===== src/rtl/bin2bcd_seq_pkg.sv =====
// Shared types and constants for the sequential binary-to-BCD converter.
package bcd_pkg;

    typedef enum logic [1:0] {
        IDLE,
        CONV,
        LOAD
    } state_e;

    localparam logic [3:0] BLANK_CODE      = 4'd15;
    localparam int         DIGITS          = 4;
    localparam int         DEFAULT_MAX_VAL = 9999;

endpackage


===== src/rtl/bin2bcd_seq_if.sv =====
// Request/result bundle between a client and bin2bcd_seq; signal names match the display driver.
interface bin2bcd_seq_if #(
    parameter int BIN_W = 14
);

    logic             START;
    logic [BIN_W-1:0] BIN;
    logic             BUSY;
    logic             DONE;
    logic             OVF;
    logic [3:0]       BCD3;
    logic [3:0]       BCD2;
    logic [3:0]       BCD1;
    logic [3:0]       BCD0;

    modport master (
        output START, BIN,
        input  BUSY, DONE, OVF, BCD3, BCD2, BCD1, BCD0
    );

    modport slave (
        input  START, BIN,
        output BUSY, DONE, OVF, BCD3, BCD2, BCD1, BCD0
    );

endinterface


===== src/rtl/bin2bcd_seq_add3.sv =====
// Double-dabble digit correction: a nibble of 5 or more gets +3 before the next shift.
module bcd_add3 (
    input  logic [3:0] nib_i,
    output logic [3:0] nib_o
);

    always_comb begin
        nib_o = (nib_i >= 4'd5) ? nib_i + 4'd3 : nib_i;
    end

endmodule


===== src/rtl/bin2bcd_seq.sv =====
// Sequential shift-and-add-3 binary-to-BCD converter, one input bit per clock.
// Optional macro LEADING_ZERO_BLANK_EN blanks leading zero digits (BCD0 is never blanked).
module bin2bcd_seq
    import bcd_pkg::*;
#(
    parameter int BIN_W   = 14,
    parameter int MAX_VAL = DEFAULT_MAX_VAL
) (
    input  logic               clk,
    input  logic               rst,
    bin2bcd_seq_if.slave       bus
);

    localparam int                CNT_W = $clog2(BIN_W);
    localparam logic [CNT_W-1:0]  LAST  = CNT_W'(BIN_W - 1);

`ifdef LEADING_ZERO_BLANK_EN
    localparam bit          LZB_EN  = 1'b1;
    localparam logic [15:0] BCD_RST = {BLANK_CODE, BLANK_CODE, BLANK_CODE, 4'd0};
`else
    localparam bit          LZB_EN  = 1'b0;
    localparam logic [15:0] BCD_RST = 16'h0000;
`endif

    state_e             state_q,    state_d;
    logic [BIN_W-1:0]   shift_q,    shift_d;
    logic [15:0]        scratch_q,  scratch_d;
    logic [CNT_W-1:0]   count_q,    count_d;
    logic               ovf_next_q, ovf_next_d;
    logic               busy_q,     busy_d;
    logic               done_q,     done_d;
    logic               ovf_q,      ovf_d;
    logic [15:0]        bcd_q,      bcd_d;

    logic [15:0]        scratch_adj;
    logic [15:0]        load_bcd;

    for (genvar g = 0; g < DIGITS; g++) begin : g_add3
        bcd_add3 u_add3 (
            .nib_i (scratch_q[4*g +: 4]),
            .nib_o (scratch_adj[4*g +: 4])
        );
    end

    // Final digits presented at LOAD: out-of-range blanks everything, else optional leading-zero blanking.
    always_comb begin
        load_bcd = scratch_q;
        if (ovf_next_q) begin
            load_bcd = {DIGITS{BLANK_CODE}};
        end else if (LZB_EN && scratch_q[15:12] == 4'd0) begin
            load_bcd[15:12] = BLANK_CODE;
            if (scratch_q[11:8] == 4'd0) begin
                load_bcd[11:8] = BLANK_CODE;
                if (scratch_q[7:4] == 4'd0) begin
                    load_bcd[7:4] = BLANK_CODE;
                end
            end
        end
    end

    always_comb begin
        state_d    = state_q;
        shift_d    = shift_q;
        scratch_d  = scratch_q;
        count_d    = count_q;
        ovf_next_d = ovf_next_q;
        busy_d     = busy_q;
        done_d     = 1'b0;
        ovf_d      = ovf_q;
        bcd_d      = bcd_q;
        case (state_q)
            IDLE: begin
                if (bus.START) begin
                    shift_d    = bus.BIN;
                    scratch_d  = '0;
                    count_d    = '0;
                    ovf_next_d = (32'(bus.BIN) > 32'(MAX_VAL));
                    busy_d     = 1'b1;
                    state_d    = CONV;
                end
            end
            CONV: begin
                // Carries out of the 16-bit scratch are dropped; such inputs are blanked via OVF.
                {scratch_d, shift_d} = {scratch_adj, shift_q} << 1;
                count_d              = count_q + 1'b1;
                if (count_q == LAST) begin
                    state_d = LOAD;
                end
            end
            LOAD: begin
                bcd_d   = load_bcd;
                ovf_d   = ovf_next_q;
                done_d  = 1'b1;
                busy_d  = 1'b0;
                state_d = IDLE;
            end
            default: state_d = IDLE;
        endcase
    end

    always_ff @(posedge clk) begin
        if (rst) begin
            state_q    <= IDLE;
            shift_q    <= '0;
            scratch_q  <= '0;
            count_q    <= '0;
            ovf_next_q <= 1'b0;
            busy_q     <= 1'b0;
            done_q     <= 1'b0;
            ovf_q      <= 1'b0;
            bcd_q      <= BCD_RST;
        end else begin
            state_q    <= state_d;
            shift_q    <= shift_d;
            scratch_q  <= scratch_d;
            count_q    <= count_d;
            ovf_next_q <= ovf_next_d;
            busy_q     <= busy_d;
            done_q     <= done_d;
            ovf_q      <= ovf_d;
            bcd_q      <= bcd_d;
        end
    end

    assign bus.BUSY = busy_q;
    assign bus.DONE = done_q;
    assign bus.OVF  = ovf_q;
    assign bus.BCD3 = bcd_q[15:12];
    assign bus.BCD2 = bcd_q[11:8];
    assign bus.BCD1 = bcd_q[7:4];
    assign bus.BCD0 = bcd_q[3:0];

endmodule


===== src/flat_wrapper.sv =====
// flat-port wrapper written by rule: the top's interface ports become plain ports
module bin2bcd_seq_flat import bcd_pkg::*;
#(
    parameter int BIN_W   = 14,
    parameter int MAX_VAL = DEFAULT_MAX_VAL
)
  (clk, rst, bus_START, bus_BIN, bus_BUSY, bus_DONE, bus_OVF, bus_BCD3, bus_BCD2, bus_BCD1, bus_BCD0);
  bin2bcd_seq_if #(.BIN_W(BIN_W)) bus_i ();
  input  logic clk;
  input  logic rst;
  input wire logic [$bits(bus_i.START)-1:0] bus_START;
  input wire logic [$bits(bus_i.BIN)-1:0] bus_BIN;
  output wire logic [$bits(bus_i.BUSY)-1:0] bus_BUSY;
  output wire logic [$bits(bus_i.DONE)-1:0] bus_DONE;
  output wire logic [$bits(bus_i.OVF)-1:0] bus_OVF;
  output wire logic [$bits(bus_i.BCD3)-1:0] bus_BCD3;
  output wire logic [$bits(bus_i.BCD2)-1:0] bus_BCD2;
  output wire logic [$bits(bus_i.BCD1)-1:0] bus_BCD1;
  output wire logic [$bits(bus_i.BCD0)-1:0] bus_BCD0;
  assign bus_i.START = bus_START;
  assign bus_i.BIN = bus_BIN;
  assign bus_BUSY = bus_i.BUSY;
  assign bus_DONE = bus_i.DONE;
  assign bus_OVF = bus_i.OVF;
  assign bus_BCD3 = bus_i.BCD3;
  assign bus_BCD2 = bus_i.BCD2;
  assign bus_BCD1 = bus_i.BCD1;
  assign bus_BCD0 = bus_i.BCD0;
  bin2bcd_seq #(.BIN_W(BIN_W), .MAX_VAL(MAX_VAL)) u_core (.clk(clk), .rst(rst), .bus(bus_i));
endmodule

===== config.mk =====
export PLATFORM = sky130hd
export DESIGN_NAME = bin2bcd_seq_flat
export DESIGN_NICKNAME = d
export VERILOG_FILES = /design/src/rtl/bin2bcd_seq_pkg.sv /design/src/rtl/bin2bcd_seq_if.sv /design/src/rtl/bin2bcd_seq_add3.sv /design/src/rtl/bin2bcd_seq.sv /design/src/flat_wrapper.sv
export SDC_FILE = /design/constraint.sdc
export NUM_CORES = 1
export LEC_CHECK = 0
export CAP_MARGIN = 25
export CELL_PAD_IN_SITES_DETAIL_PLACEMENT = 0
export CELL_PAD_IN_SITES_GLOBAL_PLACEMENT = 1
export CORE_ASPECT_RATIO = 0.9
export CORE_MARGIN = 2
export CORE_UTILIZATION = 43
export CTS_CLUSTER_DIAMETER = 60
export DETAILED_ROUTE_END_ITERATION = 12
export GPL_ROUTABILITY_DRIVEN = 0
export MAX_ROUTING_LAYER = met4
export PLACE_DENSITY = 0.94
export SYNTH_ARGS = -nofsm -noshare
export SYNTH_HDL_FRONTEND = slang
export SYNTH_SLANG_ARGS = --single-unit

===== constraint.sdc =====
create_clock -name clk -period 4.2 [get_ports clk]
set_clock_uncertainty 0.1 [all_clocks]
set_input_delay 0.84 -clock clk [delete_from_list [all_inputs] [get_ports clk]]
set_output_delay 0.84 -clock clk [all_outputs]
set_load 0.01 [all_outputs]

### Yosys cells after proc, flatten, opt, wreduce, memory -nomap -nowiden

Index checks and enable logic that the tools add are counted.

| operators by class | value |
|---|---|
| add/subtract/negate cells | 5 |
| order comparisons | 5 |
| equal/unequal tests | 5 |
| multiplexer cells | 17 |
| reduce and logical (&&, ||, !) cells | 7 |

Operators by type and width:

| cell | count |
|---|---|
| $mux 16 | 2 |
| $pmux 16 s2 | 1 |
| $pmux 14 s2 | 1 |
| $ge 4x3->1 const B | 4 |
| $mux 4 | 4 |
| $gt 14x14->1 const B | 1 |
| $mux 14 | 1 |
| $add 4x2->4 const B | 3 |
| $pmux 4 s2 | 1 |
| $reduce_and 2->1 | 4 |
| $add 4x1->4 const B | 1 |
| $eq 4x4->1 const B | 1 |
| $mux 2 | 2 |
| $pmux 2 s2 | 1 |
| $reduce_bool 2->1 | 2 |
| $add 3x2->3 const B | 1 |
| $mux 3 | 1 |
| $eq 2x1->1 const B | 1 |
| $eq 2x2->1 const B | 1 |
| $logic_not 2->1 | 1 |
| $mux 1 | 2 |
| $ne 2x1->1 const B | 1 |
| $ne 2x2->1 const B | 1 |
| $pmux 1 s2 | 1 |

| storage, ports and cells | value |
|---|---|
| register bits after elaboration | 56 |
| bits of input ports | 17 |
| word-level logic and storage cells | 48 |

### Depth between registers and ports, before layout

| depth | value |
|---|---|
| word-level depth | 3 |
| mapped depth | 6 |
| depth with buffers taken out | 6 |

### Modules after synthesis

A second synthesis with hierarchy kept.

| second synthesis, totals | value |
|---|---|
| cell total of the unflattened synthesis | 299 |
| area total of the unflattened synthesis | 2,529.9 µm² |

Modules (own cells, without submodules):

| module | times used | cells each | area each (µm²) |
|---|---|---|---|
| bin2bcd_seq | 1 | 235 | 2,124.5 |
| bcd_add3 | 4 | 16 | 101.3 |

### Worst setup path before layout

No wires, ideal clock.

| timing | value |
|---|---|
| path kind | input -> register |
| start | input port bus_START |
| end | register u_core.scratch_q[11] |
| library setup time | 0.132 ns |
| arrival | 1.557 ns |
| required time | 3.968 ns |
| setup slack | 2.411 ns |
| cell stages on the path | 6 |
| path buffers | 2 |
| cell sequence | buf_4 nor2_4 or2_1 buf_6 o21ai_0 a21oi_1 |

| between the ends | value |
|---|---|
| word-level cells in the longest chain between the ends | 2 |

Ends and longest elaborated chain:

| what | RTL line | text |
|---|---|---|
| start: declaration | flat_wrapper.sv:11 | `input wire logic [$bits(bus_i.START)-1:0] bus_START;` |
| $ne 2x2->1 (no source line) | n/a |  |
| $reduce_and 2->1 (no source line) | n/a |  |
| end signal: assignment | bin2bcd_seq.sv:115 | `scratch_q <= scratch_d;` |
| end: declaration | bin2bcd_seq.sv:27 | `logic [15:0] scratch_q, scratch_d;` |

No other way between the ends.
A chain may end at the register's enable or synchronous reset.

==> summary.md <==
| Metric | Value |
|---|---|
| Status | finished, final reports clean |
| Final Hold Viols | 0 |
| Post-route insts no fill | 402 |
| DRC viols | 0 |
| Synth Register Bits | 56 |
| Htree depth | 2 |
| Top Ports | 36 |
| Hold path start | u_core.bcd_q[6]$_SDFFE_PP0P_ |
| Synth area leaders | dfxtp_1, nor2_1, ha_1 |
| Clock latency on the worst-skew pair | 320 ps |
| Avg Synthesized Cell Area | 8.33 µm² |
| Net Count, Synth | 333 |
| Yosys warns | 0 |
| CP required | 4360 ps |
| Synthesized cell area | 2550 µm² |
| Async set or reset register ratio after synthesis | 0% |
| Count of hold-fix buffers inserted at cts | 0 |
| Leading area contributor after synthesis | dfxtp_1 |
| Seq/Total Area, Yosys | 44.0% |
| Input/output buffers | 35 |
| WS Path Type | in2reg |
| Global-route wire length before repair | 8.60 mm |
| Die Wd | 85.2 µm |
| Min Tclk post-route | 2520 ps |
| Slew margin rel. | 40.6% |
| Global route overflow | 0 |
| # clock sinks | 56 |
| Setup crit end kind | flop |
| Clock buffer depth | 2 |
| Mapped Cells | 306 |
| Worst ir drop on vdd | 0.184 mV |
| Hold Crit Depth | 2 |
| Clk root buf | clkbuf_8 |
| Reg2reg path depth | 3 |
| Core region area | 5690 µm² |
| GRT Total Usage | 16.5% |
| Placement Rows | 26 |
| Die area | 6560 µm² |
| Number of synthesized flops with an enable pin | 0 |
| DRT iter0 DRCs | 157 |
| Via density | 5.17 |
| Drt pass-1 iters | 4 |
| Reg-to-reg endpoint | u_core.scratch_q[4]$_SDFFE_PP0P_ |
| Synth top cells by count | nor2_1, dfxtp_1, o21ai_0, nand2_1, nor3_1 |
| Pwr/cell area | 323 nW/µm² |
| Largest net degree at the start of global routing | 24 |
| Max FO, Critical Path | 19 |
| DR WL/cell | 12.3 µm |
| Max-slew violation count | 0 |
| Placed cell count | 394 |
| Die height | 77.1 µm |
| Ant. Diodes | 0 |
| Initial antenna violation count | 0 |
| Initial Util | 44.8% |
| # nets final | 358 |
| Endpoints failing setup | 0 |
| Max-cap violations | 0 |
| Post-DP HPWL | 3.41 mm |
| Post-CTS resize count | 0 |
| Layout area overhead | 17.2% |
| Post-CTS Repair Setup Buffers | 0 |
| Via count | 2080 |
| Period utilization | 60.1% |
| Fmax achieved | 0.396 GHz |
| Share of the synthesized area in the top cell type | 44.0% |
| Register-to-register setup slack | 1840 ps |
| Worst Max-Slew Pin Slew | 890 ps |
| Drt total wl | 4.94 mm |
| Hold Crit Class | reg2reg |
| Most frequent cell after synthesis | nor2_1 |
| Setup TNS | 0 ps |
| Placed Area | 2890 µm² |
| Clock buffer count from CTS | 5 |
| TritonCTS clock tree | yes |
| Netlist cell types | 38 |
| RSZ-0062 raised after global routing | false |
| Leakage | 1.15 nW |
| Share of cells above drive strength 1 | 4.82% |
| Crit path launch type | input pin |
| Fin area | 2990 µm² |
| Routed Antenna Nets | 0 |
| Worst path arrival time | 2690 ps |
| Reg clk slew, reported paths | 90 ps |
| Top FF cell, synth | dfxtp_1 |
| Reg-to-Reg Start | u_core.state_q[0]$_SDFFE_PP0P_ |
| Final Util | 52.5% |
| Vias in the first global route | 1859 |
| WHS Endpoint | u_core.bcd_q[6]$_SDFFE_PP0P_ |
-- layout make-up --
type,count,area (µm²)
well taps,70,87.6
fillers,555,2700
clock inverters,2,15.0
repair buffers,37,365
multi-input cells,219,1270
flip-flops and latches,56,1120
inverters,12,45.0
clock buffers,6,82.6
-- layer usage --
| metal | track usage [%] | routed length, µm | up-vias |
|---|---|---|---|
| li1 | - | - | 1082 |
| met1 | 22.1 | 2490 | 966 |
| met2 | 24.4 | 2210 | 24 |
| met3 | 3.23 | 141 | 8 |
| met4 | 7.14 | 91 | 0 |
| met5 | - | 0 | - |
-- sequential cells by signal (all words and copies together), names as in the netlist, 2 cells and up --
register,count
u_core.bcd_q,16
u_core.shift_q,14
u_core.state_q,2
u_core.count_q,4
u_core.scratch_q,16
-- power by group --
group,internal [mW],switching [mW]
Clock,0.134,0.176
Combinational,0.0461,0.0494
Sequential,0.546,0.0152
Total,0.726,0.241
-- metrics by stage --
stage	hold slack, ps	worst slack [ps]	power, mW
3_3_place_gp	337	1350	0.668
2_1_floorplan	363	2410	0.641
4_1_cts	356	1660	0.981
3_5_place_dp	342	1350	0.669
6_report	353	1680	0.967
5_1_grt	380	1530	1.01
-- worst max-delay path by stage --
stage          startpoint                                end  cells after the start
6_report              rst   u_core.scratch_q[4]$_SDFFE_PP0P_                      3
5_1_grt               rst       u_core.bcd_q[4]$_SDFFE_PP0P_                      3
4_1_cts               rst  u_core.scratch_q[10]$_SDFFE_PP0P_                      3
3_5_place_dp          rst  u_core.scratch_q[10]$_SDFFE_PP0P_                      3
3_3_place_gp          rst        u_core.bus.OVF$_SDFFE_PP0P_                      4
2_1_floorplan   bus_START  u_core.scratch_q[11]$_SDFFE_PP0P_                      6
-- cell usage in the layout, fill, tap and decap left out, types with 2 or more instances in the layout --
master	netlist	final
nand2b_1	6	6
mux2i_1	4	4
nor2_1	70	70
clkdlybuf4s50_1	0	35
nor2b_1	2	2
a22oi_1	4	4
nor2_4	2	2
clkbuf_8	0	6
o21ai_0	24	24
a2bb2oi_1	12	12
clkinvlp_4	0	2
inv_1	11	11
dfxtp_1	56	56
a22o_1	12	12
a21oi_1	10	10
xor2_1	3	3
ha_1	10	10
nand2_1	18	18
nand3_1	7	7
nor3_1	17	17
xnor2_1	4	4
buf_4	4	2
-- critical path, cell delays in order --
cell and delay [ps]:
clkdlybuf4s50_1 770, nor2_1 810, a22o_1 260
-- logic make-up after synthesis --
logic type	count (synthesis)	share of synthesized area, %
AND/OR/NAND/NOR	129	22.4
AO/OA/AOI/OAI	68	18.2
buffers and inverters	31	6.13
flip-flops	56	44.0
adder cells (fa/ha/maj)	10	4.91
XOR/XNOR	7	2.40
multiplexers	5	2.01
(Power assumes the default switching activity.)
